$ cat src/rtl/alu24_exec.sv
// alu24_exec -- execution unit driven by the 4-bit ALU control Operation code.
//
// Latches operands and operation on Start. Logic, add/sub, set-less-than and
// shift-left complete in one clock; MUL is an iterative shift-add over WIDTH
// clocks. All outputs are registered.
//
// Ports:
//   Clock      in   rising-edge clock
//   Reset      in   synchronous, active-high reset
//   Start      in   request strobe, sampled only when Busy=0
//   Operation  in   [3:0] operation code
//   A, B       in   [WIDTH-1:0] operands (B[4:0] is the shift amount)
//   Busy       out  multi-cycle MUL in progress, Start ignored
//   Done       out  one-cycle pulse, Result/flags valid from this cycle
//   Result     out  [WIDTH-1:0] registered result, held until next Done
//   Zero       out  registered (Result == 0)
//   Overflow   out  registered, op-qualified overflow flag
module alu24_exec #(
    parameter int WIDTH = 24
) (
    input  logic             Clock,
    input  logic             Reset,
    input  logic             Start,
    input  logic [3:0]       Operation,
    input  logic [WIDTH-1:0] A,
    input  logic [WIDTH-1:0] B,
    output logic             Busy,
    output logic             Done,
    output logic [WIDTH-1:0] Result,
    output logic             Zero,
    output logic             Overflow
);

    localparam int CNT_W = $clog2(WIDTH + 1);

    typedef enum logic [3:0] {
        OP_AND = 4'b0000,
        OP_OR  = 4'b0001,
        OP_ADD = 4'b0010,
        OP_SLT = 4'b0011,
        OP_MUL = 4'b0100,
        OP_XOR = 4'b0101,
        OP_SLL = 4'b0110,
        OP_SUB = 4'b1010
    } op_e;

    typedef enum logic [1:0] {
        S_IDLE = 2'd0,
        S_MUL  = 2'd1,
        S_DONE = 2'd2
    } state_e;

    // Registered state
    state_e                 r_state;
    logic                   r_busy;
    logic                   r_done;
    logic [WIDTH-1:0]       r_result;
    logic                   r_zero;
    logic                   r_ovf;
    logic [2*WIDTH-1:0]     r_mcand;
    logic [WIDTH-1:0]       r_mplier;
    logic [2*WIDTH-1:0]     r_acc;
    logic [CNT_W-1:0]       r_count;

    // Next-state values
    state_e                 w_next_state;
    logic                   w_busy_d;
    logic                   w_done_d;
    logic [WIDTH-1:0]       w_result_d;
    logic                   w_zero_d;
    logic                   w_ovf_d;
    logic [2*WIDTH-1:0]     w_mcand_d;
    logic [WIDTH-1:0]       w_mplier_d;
    logic [2*WIDTH-1:0]     w_acc_d;
    logic [CNT_W-1:0]       w_count_d;

    // Single-cycle datapath
    logic [WIDTH-1:0]       w_sum;
    logic [WIDTH-1:0]       w_diff;
    logic [WIDTH-1:0]       w_alu_result;
    logic                   w_alu_ovf;
    logic [4:0]             w_shamt;

    // Shift-add step
    logic [2*WIDTH-1:0]     w_acc_sum;
    logic                   w_mul_last;

    assign w_sum   = A + B;
    assign w_diff  = A - B;
    assign w_shamt = B[4:0];

    always_comb begin
        w_alu_result = '0;
        w_alu_ovf    = 1'b0;
        case (Operation)
            OP_AND: w_alu_result = A & B;
            OP_OR:  w_alu_result = A | B;
            OP_XOR: w_alu_result = A ^ B;
            OP_ADD: begin
                w_alu_result = w_sum;
                // Same operand signs, result sign differs.
                w_alu_ovf = (A[WIDTH-1] == B[WIDTH-1]) &&
                            (w_sum[WIDTH-1] != A[WIDTH-1]);
            end
            OP_SUB: begin
                w_alu_result = w_diff;
                // As for ADD, with B's sign inverted.
                w_alu_ovf = (A[WIDTH-1] != B[WIDTH-1]) &&
                            (w_diff[WIDTH-1] != A[WIDTH-1]);
            end
            OP_SLT: w_alu_result = {{(WIDTH-1){1'b0}},
                                    ($signed(A) < $signed(B))};
            OP_SLL: w_alu_result = (int'(w_shamt) >= WIDTH) ? '0
                                                           : (A << w_shamt);
            default: begin
                w_alu_result = '0;
                w_alu_ovf    = 1'b0;
            end
        endcase
    end

    assign w_acc_sum  = r_acc + (r_mplier[0] ? r_mcand : '0);
    assign w_mul_last = (r_count == CNT_W'(WIDTH - 1));

    // NOTE: every signal driven here gets a default before the case so no
    // path leaves it unassigned; otherwise synthesis infers a latch.
    always_comb begin
        w_next_state = r_state;
        w_busy_d     = 1'b0;
        w_done_d     = 1'b0;
        w_result_d   = r_result;
        w_zero_d     = r_zero;
        w_ovf_d      = r_ovf;
        w_mcand_d    = r_mcand;
        w_mplier_d   = r_mplier;
        w_acc_d      = r_acc;
        w_count_d    = r_count;

        case (r_state)
            // DONE accepts a new Start exactly like IDLE (back-to-back issue).
            S_IDLE, S_DONE: begin
                w_next_state = S_IDLE;
                if (Start) begin
                    if (Operation == OP_MUL) begin
                        w_next_state = S_MUL;
                        w_busy_d     = 1'b1;
                        w_mcand_d    = {{WIDTH{1'b0}}, A};
                        w_mplier_d   = B;
                        w_acc_d      = '0;
                        w_count_d    = '0;
                    end else begin
                        w_next_state = S_DONE;
                        w_done_d     = 1'b1;
                        w_result_d   = w_alu_result;
                        w_zero_d     = (w_alu_result == '0);
                        w_ovf_d      = w_alu_ovf;
                    end
                end
            end
            S_MUL: begin
                // Start, A, B and Operation are ignored here; only latched
                // operands feed the iteration.
                w_acc_d    = w_acc_sum;
                w_mcand_d  = r_mcand << 1;
                w_mplier_d = r_mplier >> 1;
                w_count_d  = r_count + 1'b1;
                if (w_mul_last) begin
                    w_next_state = S_DONE;
                    w_done_d     = 1'b1;
                    w_result_d   = w_acc_sum[WIDTH-1:0];
                    w_zero_d     = (w_acc_sum[WIDTH-1:0] == '0);
                    w_ovf_d      = |w_acc_sum[2*WIDTH-1:WIDTH];
                end else begin
                    w_busy_d     = 1'b1;
                end
            end
            default: w_next_state = S_IDLE;
        endcase
    end

    // NOTE: sequential state uses non-blocking assignments so every register
    // samples the pre-edge values regardless of statement order.
    always_ff @(posedge Clock) begin
        if (Reset) begin
            r_state  <= S_IDLE;
            r_busy   <= 1'b0;
            r_done   <= 1'b0;
            r_result <= '0;
            r_zero   <= 1'b1;
            r_ovf    <= 1'b0;
            r_mcand  <= '0;
            r_mplier <= '0;
            r_acc    <= '0;
            r_count  <= '0;
        end else begin
            r_state  <= w_next_state;
            r_busy   <= w_busy_d;
            r_done   <= w_done_d;
            r_result <= w_result_d;
            r_zero   <= w_zero_d;
            r_ovf    <= w_ovf_d;
            r_mcand  <= w_mcand_d;
            r_mplier <= w_mplier_d;
            r_acc    <= w_acc_d;
            r_count  <= w_count_d;
        end
    end

    assign Busy     = r_busy;
    assign Done     = r_done;
    assign Result   = r_result;
    assign Zero     = r_zero;
    assign Overflow = r_ovf;

endmodule

$ cat config.mk
export PLATFORM = sky130hd
export DESIGN_NAME = alu24_exec
export DESIGN_NICKNAME = d
export VERILOG_FILES = /design/src/rtl/alu24_exec.sv
export SDC_FILE = /design/constraint.sdc
export NUM_CORES = 1
export LEC_CHECK = 0
export ABC_AREA = 1
export BUFFER_PORTS_ARGS = -buffer_cell sky130_fd_sc_hd__buf_2
export CAP_MARGIN = 20
export CORE_MARGIN = 3
export CORE_UTILIZATION = 55
export DETAILED_ROUTE_END_ITERATION = 12
export GPL_TIMING_DRIVEN = 0
export PLACE_DENSITY = 0.73
export SLEW_MARGIN = 20
export SYNTH_ARGS = -nofsm -noshare
export SYNTH_HDL_FRONTEND = slang
export SYNTH_SLANG_ARGS = --single-unit
$ cat constraint.sdc
create_clock -name Clock -period 4.42 [get_ports Clock]
set_clock_uncertainty 0.1 [all_clocks]
set_input_delay 0 -clock Clock [delete_from_list [all_inputs] [get_ports Clock]]
set_output_delay 0 -clock Clock [all_outputs]
set_load 0.005 [all_outputs]
==> Word-level counts from Yosys, hierarchy flattened <==
Cells that the tools add are included.
{ "word_totals": {"regBits": 155, "out_inout_bits": 28, "wordCells": 89} }
{ "classes": {"add_sub_neg": 4, "order_cmp": 2, "eq_ne": 18, "shifts": 1, "muxes": 40, "bitwise_logic": 3, "n_reduce_logical": 11} }
{ "ops": {"columns": ["operator", "n"], "rows": [
  ["$mux W48", 5],
  ["$pmux W48 S2", 2],
  ["$pmux W24 S7", 1],
  ["$mux W24", 6],
  ["$pmux W24 S2", 2],
  ["$add A48 B48 Y48", 1],
  ["$logic_not A24 Y1", 2],
  ["$add A24 B24 Y24", 1],
  ["$and A24 B24 Y24", 1],
  ["$lt A24 B24 Y1", 1],
  ["$or A24 B24 Y24", 1],
  ["$reduce_or A24 Y1", 1],
  ["$shl A24 B5 Y24", 1],
  ["$sub A24 B24 Y24", 1],
  ["$xor A24 B24 Y24", 1],
  ["$eq A4 B3 Y1 const B", 3],
  ["$mux W1", 12],
  ["$mux W5", 2],
  ["$pmux W1 S2", 5],
  ["$pmux W5 S2", 1],
  ["$eq A4 B2 Y1 const B", 2],
  ["$ne A2 B2 Y1 const B", 4],
  ["$mux W2", 3],
  ["$add A5 B1 Y5 const B", 1],
  ["16 further kinds", 19]
]} }

==> Logic depth before layout (Yosys ltp) <==
Gate-level depths: netlist of the first run.
{ "logic_depth": {"ltp_word": 7, "depth_mapped": 24} }

==> Worst setup path before layout of the first run <==
OpenSTA, ideal clock, no wires.
{ "synth_timing": {"path_kind": "register -> register", "from": "register r_mplier[0]", "to": "register r_ovf, in the netlist Overflow", "setup_ns": 0.119, "arrival_ns": 2.513, "t_required_ns": 4.201, "path_slack_ns": 1.688, "stages_incl_launch_ff": 25, "path_buffers": 1, "path_cell_list": "dfxtp_1 clkbuf_1 nand2_1 inv_1 ha_1 inv_1 fa_1 inv_1 nand2_1 nand2_1 nand3_1 nand2_1 nand2_1 nand2_1 nand2_1 nand2_1 nand2_1 nand2_1 nand3_1 nor2_1 nand2_1 nor2_1 nand3_1 nand2_1 a21oi_1"} }
{ "synth_via": {"elab_chain_cells": 5} }
{ "synth_lines": {"columns": ["element", "line_no", "rtl"], "rows": [
  ["from (decl)", "61", "logic [WIDTH-1:0] r_mplier;"],
  ["from (signal assigned)", "203", "r_mplier <= w_mplier_d;"],
  ["$mux W48", "122", "assign w_acc_sum = r_acc + (r_mplier[0] ? r_mcand : '0);"],
  ["$add A48 B48 Y48", "122", null],
  ["$reduce_or A24 Y1", "172", "w_ovf_d = |w_acc_sum[2*WIDTH-1:WIDTH];"],
  ["$mux W1", "167", "if (w_mul_last) begin"],
  ["$pmux W1 S2", "139", "case (r_state)"],
  ["to (signal assigned)", "201", "r_ovf <= w_ovf_d;"],
  ["to (decl)", "59", "logic r_ovf;"]
]} }
No other way between the ends. The select of a mux whose other input is x is not followed.
A chain may end at the register's enable or synchronous reset.

==> Worst setup path after layout of the first run <==
Same ends and word-level chain as after synthesis.

==> results.md, run 1 <==
* Detailed-route via count at between 20000 and 25000
* Row count at 62
* Post-Syn Area at ~16000 sq um
* Worst vdd ir at around 0.00036 V
* First-pass GRT wire length at 104000 um
* Share of cells above drive strength 1 at 7.50%
* Nets at around 3300
* FF-to-FF setup slack at 330 ps
* I/O Buffers at 81
* Setup CP Type: flop to flop
* Place WS at between 200 and 300 ps
* DRT Pass-1 Iters at 6
* Slew of the pin with the lowest slew margin at between 800 and 900 ps
* Crit start category: flop
* Footprint of the multi-input gates at around 11000 sq um
* Hold path startpoint: Operation[1]
* Die Y at between 150 and 200 um
* Critical path peak fanout at 10
* Reg area at slightly above 3000 sq um
* Clock root buffer: clkbuf_16
* GPL Wtd Cong at about 1.1
* Routed Antenna Nets at 0
* CP Capture Type: flop
* Power per Cell Area at 225 nW/um^2
* Req. time, crit path at between 4000 and 5000 ps
* Longest Clk Path Bufs at 2
* Largest net degree at the start of global routing at 17
* Synth warn at 0
* M2 GR Usage at ~60%
* Synth cell types at 43
* Worst setup margin at between 300 and 400 ps
* Synthesized area per cell at 5.62 sq um
* Fin Setup TNS at 0 ps
* Post-synth EDFFs at 0
* Initial antenna violation count at 2
* RSZ-0062 raised after global routing: false
* Post-DP HPWL at between 50000 and 60000 um
* CTS tree: yes
* Hold Path Class: input port to flop
* Max-capacitance violation count at 0
* Fin. Hold Viols at 0
* Worst path arrival time at ~4300 ps
* N_diodes at 0
* Die area at between 30000 and 40000 sq um
* Final worst path period share at 92.4%
* Global route overflow at 0
* Routed Wire Length at approximately 70000 um
* R2R depth at 21
* H-tree depth at 4
* Met1 usage at about three fifths
* Status: completed
* Hold Path Sink: r_state[1]
* Post-Synthesis Cells at 2923
* Syn-to-layout area delta at 11.9%
* #FFs+latches synth at 155
* Die width at 179 um
* Total track usage at ~43%
* Post-synthesis sequential area ratio at a little under a fifth
* Fin crit period at 4090 ps
* Wirelength per Cell at between 20 and 25 um
* Met3 Use GR at approximately 16%
* Buffer count from post-CTS setup fixing at 0
* Worst r2r src: r_mplier[0]
* Overall Power at a little over 4 mW
* Max frequency at about 0.24 GHz
* Worst r2r dst: Overflow
* Vias in the first global route at approximately 18000
* CTS clk-pin slew, worst paths at approximately 70 ps
* # IOs at just over 80
* Clock sink count at around 160
* Initial core utilization at between 50 and 60%
* Num CTS Buffers at 17
* Initial detailed-routing violation count at between 2000 and 3000
* DRC at 0
* Busiest layer in global routing: met1
* Fin. max-slew vios at 0
* Rel. slew slack at a little under half
* Clk Latency, worst-skew pair at about 450 ps
* DR vias/cell at 5.93
* Ys async rst share at 0%
* Fillers at roughly 2900
* Core footprint at between 20000 and 30000 sq um
* Hold Crit Depth at 5
* Top_reg_cell synth: dfxtp_1
* Setup violations, final at 0
* Fin util at 63.1%
* Leakage power at 9.83 nW
* Syn Nets at about 3100
per-layer routing:
metal  part of all wire, %  vias to the layer above
met1                    42                     9335
met4                   3.8                        4
met3                    16                      199
li1                      -                     9576
met2                    38                     1440
met5                 0.033                        -
worst max-delay path, cell delays in order (launching register included):
cell      delay [ps]
dfxtp_1          380
clkbuf_2         390
buf_1            410
nand2_1           90
inv_1             70
ha_1             270
nand2_1          250
inv_1             70
a21oi_1          140
nand2_1          270
nand2_1          140
nand3_1           90
nand2_1          120
nand2_1          180
nand2_1          130
nand3b_1         110
nand2_1           90
nand2_1           50
nor2_1           120
nand3_1          270
nand2_1          140
a21oi_1           70
what timing repair did:
item                                   in CTS  in global routing
endpoints found under the hold margin      47                  0
hold buffers                               45                  0
resized for setup                           0                  3
setup endpoints to repair                   0                  2
cells in the final DEF, fill, tap and decap left out, drive strengths merged:
| master | instances |
|---|---|
| nand4 | 38 |
| ha | 128 |
| dlygate4sd3 | 45 |
| nand3 | 267 |
| buf | 145 |
| a31oi | 74 |
| o2111ai | 2 |
| xnor2 | 14 |
| o221ai | 10 |
| and2 | 2 |
| nor2 | 210 |
| a211oi | 2 |
| clkinvlp | 1 |
| inv | 451 |
| clkinv | 4 |
| clkbuf | 70 |
| o21a | 1 |
| o21ai | 116 |
| a21o | 1 |
| fa | 3 |
| nand2 | 1055 |
| nor4 | 1 |
| a21oi | 197 |
| o22ai | 14 |
| dfxtp | 155 |
| nand3b | 11 |
| xor2 | 10 |
| bufinv | 2 |
| o21bai | 16 |
| nor3 | 16 |
| or3 | 1 |
| or2 | 19 |
layout make-up:
class                      count  area share, %
multi-input combinational   2208           60.0
timing repair buffer         126           4.66
clock inverter                14          0.954
buffer                       116           3.39
clock buffer                  18           2.39
tap                          384           2.62
sequential                   155           16.9
inverter                     444           9.10
cell usage after synthesis, types with 7 or more instances:
library cell | instances | share of area (%)
nand2_1 | 1048 | 24
inv_1 | 436 | 10
nand3_1 | 259 | 7.9
nor2_1 | 201 | 4.6
a21oi_1 | 195 | 5.9
dfxtp_1 | 155 | 19
ha_1 | 128 | 9.8
o21ai_0 | 111 | 3.4
a31oi_1 | 74 | 2.8
clkbuf_1 | 52 | 1.2
nand4_1 | 38 | 1.4
buf_2 | 28 | 0.85
buf_4 | 20 | 0.91
or2_2 | 17 | 0.65
o21bai_1 | 16 | 0.73
o22ai_1 | 14 | 0.53
xnor2_1 | 14 | 0.75
nand3b_1 | 11 | 0.50
buf_6 | 10 | 0.69
o221ai_1 | 10 | 0.53
xor2_1 | 10 | 0.53
nand3_2 | 8 | 0.49
nor3_1 | 8 | 0.24
nor2_2 | 7 | 0.27
nor3_2 | 7 | 0.43
registers in the layout, summed over array words and instances, names as in the netlist:
register / flops
r_acc: 48
r_mcand: 48
Result: 24
r_mplier: 24
r_count: 5
r_state: 2
Busy: 1
Done: 1
Overflow: 1
Zero: 1
worst max-delay path by stage:
stage                startpoint  slack [ps]        to
floorplan           r_mplier[0]        1690  Overflow
global placement    r_mplier[0]         320  Overflow
detailed placement  r_mplier[0]         280  Overflow
CTS                 r_mplier[0]         240  Overflow
global route        r_mplier[0]         130  Overflow
finish              r_mplier[0]         330  Overflow
report_power, final:
| part | internal, mW | leakage [nW] | switching [mW] |
|---|---|---|---|
| logic | 0.330 | 8.27 | 0.763 |
| clock network | 0.872 | 0.300 | 0.699 |
| registers | 1.43 | 1.26 | 0.0308 |
| total | 2.64 | 9.83 | 1.49 |
stage by stage:
stage | std cells | hold slack, ps | cell area [sq um]
final | 3465 | 78.9 | 18400
after floorplan | 2923 | 60.0 | 16400
after detailed placement | 3388 | 244 | 17300
after global routing | 3465 | 104 | 18400
after CTS | 3465 | 55.3 | 18400
after global placement | 3388 | 238 | 17300
kinds of logic (layout without fill, tap and decap cells):
kind of cell    count (synthesis)  count (layout)  synth area share, %
buf+inv                       560             718                 14.0
compound gates                433             433                 14.5
fa+ha+maj                     131             131                 10.1
simple gates                 1620            1620                 41.2
xor+xnor                       24              24                 1.28
flops                         155             155                 18.9
Note: power is estimated with default switching activity, not from simulation.
==> run 2, diff against run 1 <==
--- a/config.mk
+++ b/config.mk
@@ -5,14 +5,13 @@
 export SDC_FILE = /design/constraint.sdc
 export NUM_CORES = 1
 export LEC_CHECK = 0
-export ABC_AREA = 1
 export BUFFER_PORTS_ARGS = -buffer_cell sky130_fd_sc_hd__buf_2
 export CAP_MARGIN = 20
 export CORE_MARGIN = 3
 export CORE_UTILIZATION = 55
 export DETAILED_ROUTE_END_ITERATION = 12
 export GPL_TIMING_DRIVEN = 0
-export PLACE_DENSITY = 0.73
+export PLACE_DENSITY = 0.76
 export SLEW_MARGIN = 20
 export SYNTH_ARGS = -nofsm -noshare
 export SYNTH_HDL_FRONTEND = slang
==> constraint.sdc (replaced) <==
create_clock -name Clock -period 3.36 [get_ports Clock]
set_clock_uncertainty 0.1 [all_clocks]
set_input_delay 0 -clock Clock [delete_from_list [all_inputs] [get_ports Clock]]
set_output_delay 0 -clock Clock [all_outputs]
set_load 0.005 [all_outputs]
==> run 2 against run 1 <==
Net effect: the run now ends with negative setup slack left; register-to-register slack got worse by 1100 ps; synthesized area is 11% lower; utilization grew 6.3 points; critical endpoint unchanged.
==> results.md, run 2 <==
* Status: complete, but fails checks (was completed)
* Failing checks: negative setup slack
* Worst path arrival time at 4290 ps (was 4320 ps)
* Crit start category: flop (unchanged)
* Post-Syn Area at 14600 sq um (was 16400 sq um)
* Synthesized area per cell at 7.42 sq um (was 5.62 sq um)
* Hold Path Class: input port to flop (unchanged)
* Die Y at 169 um (was 179 um)
* Nets at 2357 (was 3254)
* Post-DP HPWL at 44900 um (was 56500 um)
* Share of the synthesized area in the top cell type at 21.2% (was 24.0%)
* Total track usage at 40.5% (was 43.0%)
* Wirelength per Cell at 24.2 um (was 20.2 um)
* Worst vdd ir at 0.000352 V (was 0.000361 V)
* Most common cell after layout, fill and taps aside: nand2_1 (unchanged)
* Synth top area cells: dfxtp_1, ha_1, nand2_1 (was nand2_1, dfxtp_1, inv_1)
* DRC at 0 (unchanged)
* CP Cell Sequence: clkbuf_16 > buf_8 > and2_4 > ha_4 > nand4_1 > or4_1 > a2bb2oi_2 > o211ai_1 > a41oi_2 > o31ai_2 > xnor2_1 > o2111ai_2 > nor4_2 > nor4b_4 > a41oi_2 (was clkbuf_2 > buf_1 > nand2_1 > inv_1 > ha_1 > nand2_1 > inv_1 > a21oi_1 > nand2_1 > nand2_1 > nand3_1 > nand2_1 > nand2_1 > nand2_1 > nand3b_1 > nand2_1 > nand2_1 > nor2_1 > nand3_1 > nand2_1 > a21oi_1)
* RSZ-0062 raised after global routing: true (was false)
* Rel. slew slack at 34.8% (was 46.2%)
* H-tree depth at 4 (unchanged)
* Met2 WL at 27900 um (was 26600 um)
* # IOs at 83 (unchanged)
* I/O Buffers at 80 (was 81)
* P_sw at 1.79 mW (was 1.49 mW)
* Initial core utilization at 56.0% (was 56.4%)
* Row count at 59 (was 62)
* Sequential Power Share at 35.5% (about the same)
* Clock group share of total power at 37.5% (was 38.0%)
* GPL Wtd Cong at 1.05 (about the same)
* DRT Pass-1 Iters at 6 (unchanged)
* Clock sink count at 155 (unchanged)
* CP Capture Type: flop (unchanged)
* Final worst path period share at 123% (was 92.4%)
* Logic gate share of total power at 27.0% (was 26.5%)
* Post-Synthesis Cells at 1973 (was 2923)
* Fin crit period at 4120 ps (was 4090 ps)
* Syn Nets at 2159 (was 3109)
* Clk Latency, worst-skew pair at 430 ps (was 450 ps)
* CTS clk-pin slew, worst paths at 60 ps (was 70 ps)
* Max frequency at 0.243 GHz (was 0.245 GHz)
* Critical path peak fanout at 6 (was 10)
* List of most frequent post-synthesis cells: nand2_1, a21oi_1, nor2_1 (was nand2_1, inv_1, nand3_1)
* Power per Cell Area at 295 nW/um^2 (was 225 nW/um^2)
* Detailed-route via count at 17000 (was 20600)
* Initial antenna violation count at 0 (was 2)
* Setup violations, final at 12 (was 0)
* N_diodes at 0 (unchanged)
* Worst setup margin at -763 ps (was 335 ps)
* Clock root buffer: clkbuf_16 (unchanged)
* Die area at 28600 sq um (was 32000 sq um)
* Slew of the pin with the lowest slew margin at 975 ps (was 807 ps)
* Syn-to-layout area delta at 24.0% (was 11.9%)
* Fin util at 69.5% (was 63.1%)
* Most common cell on crit path: a41oi_2 (was nand2_1)
* Initial detailed-routing violation count at 2036 (was 2915)
* Internal at 3.57 mW (was 2.64 mW)
* Num CTS Buffers at 17 (unchanged)
* Fin. max-slew vios at 0 (unchanged)
* Top_reg_cell synth: dfxtp_1 (unchanged)
* Ys async rst share at 0% (unchanged)
* Share of cells above drive strength 1 at 18.7% (was 7.50%)
* Largest regs: r_acc (48), r_mcand (48) (unchanged)
* Post-synth EDFFs at 0 (unchanged)
* Post-synthesis sequential area ratio at 21.2% (was 18.9%)
* Fin. Hold Viols at 0 (unchanged)
* Slowest cell on crit path: or4_1 (was buf_1)
* Synth warn at 0 (unchanged)
* Longest Clk Path Bufs at 2 (unchanged)
* Routed metal-1 wire length at 23000 um (was 29400 um)
* Global route overflow at 0 (unchanged)
* Most frequent cells in the layout: nand2_1, a21oi_1, nor2_1 (was nand2_1, inv_1, nand3_1)
* CTS tree: yes (unchanged)
* Hold slack at 99.4 ps (was 78.9 ps)
* Core footprint at 26100 sq um (was 29100 sq um)
* Largest delay contributor family on the critical path: compound AO/OA/AOI/OAI gates (was simple AND/OR/NAND/NOR gates)
* Max-capacitance violation count at 0 (unchanged)
* Sw Ratio at 33.3% (was 36.2%)
* Setup CP Type: flop to flop (unchanged)
* Most frequent cell after synthesis: nand2_1 (unchanged)
* Leakage power at 7.40 nW (was 9.83 nW)
* Req. time, crit path at 3520 ps (was 4650 ps)
* Routed Wire Length at 60900 um (was 70200 um)
* Max incr delay on CP at 550 ps (was 410 ps)
* #FFs+latches synth at 155 (unchanged)
* Crit path buffers/inverters at 2 (was 4)
* Met3 WL at 5930 um (was 11400 um)
* Yosys top cell by area: dfxtp_1 (was nand2_1)
* Vias in the first global route at 16000 (was 18200)
* Routed Antenna Nets at 0 (unchanged)
* First-pass GRT wire length at 91200 um (was 104000 um)
* Synth cell types at 100 (was 43)
* DR vias/cell at 6.77 (was 5.93)
* Max layer used: met4 (was met5)
* Die width at 169 um (was 179 um)
* Largest net degree at the start of global routing at 21 (was 17)
==> run 2: stage by stage <==
step / TNS [ps] / total power [mW] / setup WS, ps / cells / cell area [sq um]
after detailed placement: -34370 / 3.18 / -1590 / 2388 / 15500
final: -2910 / 5.36 / -763 / 2518 / 18200
after global routing: -3960 / 5.51 / -720 / 2518 / 18200
after CTS: -2230 / 5.24 / -651 / 2497 / 17500
after floorplan: -117 / 2.74 / -117 / 1973 / 14700
after global placement: -33200 / 3.17 / -1550 / 2388 / 15500
==> run 2: path summary, 6_finish.rpt <==
check,startpoint,endpoint,slack [ps],cells past startpoint
worst max-delay path,r_mplier[0],Overflow,-760,15
worst min-delay path,Reset,r_acc[44],100,3
worst max register to register,r_mplier[0],Overflow,-760,15
worst min register to register,Result[19],Result[19],350,2
==> run 2: metal layers <==
metal	track usage [%]	vias up
met2	67.5	1100
li1	-	7564
met5	0	-
met3	7.52	285
met4	21.1	0
met1	50.1	8093
==> run 2: worst register-to-register path: cells and delay by family, from the launching register on <==
| kind | cells | cell delay [ps] |
|---|---|---|
| AO/OA/AOI/OAI | 6 | 1380 |
| XOR/XNOR | 1 | 200 |
| adder cells (fa/ha/maj) | 1 | 270 |
| buffers and inverters | 2 | 290 |
| flip-flops | 1 | 370 |
| AND/OR/NAND/NOR | 5 | 1360 |
==> run 2: cells by family (layout without fill, tap and decap cells) <==
group	Yosys count	in the layout	share of synthesized area, %
and+or+nand+nor	754	754	24.1
AOI/OAI and AO/OA	604	604	28.0
buffers and inverters	222	432	6.18
DFF	155	155	21.2
adders and majority gates	131	131	11.4
muxes	56	56	6.04
xor gates and xnor gates	51	51	3.05
==> run 2: layout make-up <==
type,instances,area (sq um)
clock inverter,11,145
multi-input combinational,1596,11700
clock buffer,20,437
timing repair buffer,191,1400
fill,2170,7980
buffer,126,652
inverter,84,324
sequential,155,3110
tap,335,419
==> run 2: power groups by stage <==
stage | clock [mW] | combinational, mW | sequential [mW]
after floorplan | 0 | 0.800 | 1.94
after global placement | 0 | 1.23 | 1.94
after detailed placement | 0 | 1.24 | 1.94
after CTS | 2.00 | 1.34 | 1.90
after global routing | 2.08 | 1.52 | 1.91
final | 2.01 | 1.45 | 1.90
==> run 2: timing repair <==
action,4_1_cts,5_1_grt
endpoints found under the setup margin,51,32
pin swaps,48,50
setup buffers,38,25
gates resized for setup,139,90
endpoints found under the hold margin,46,0
cloned,1,0
hold buffers,47,0
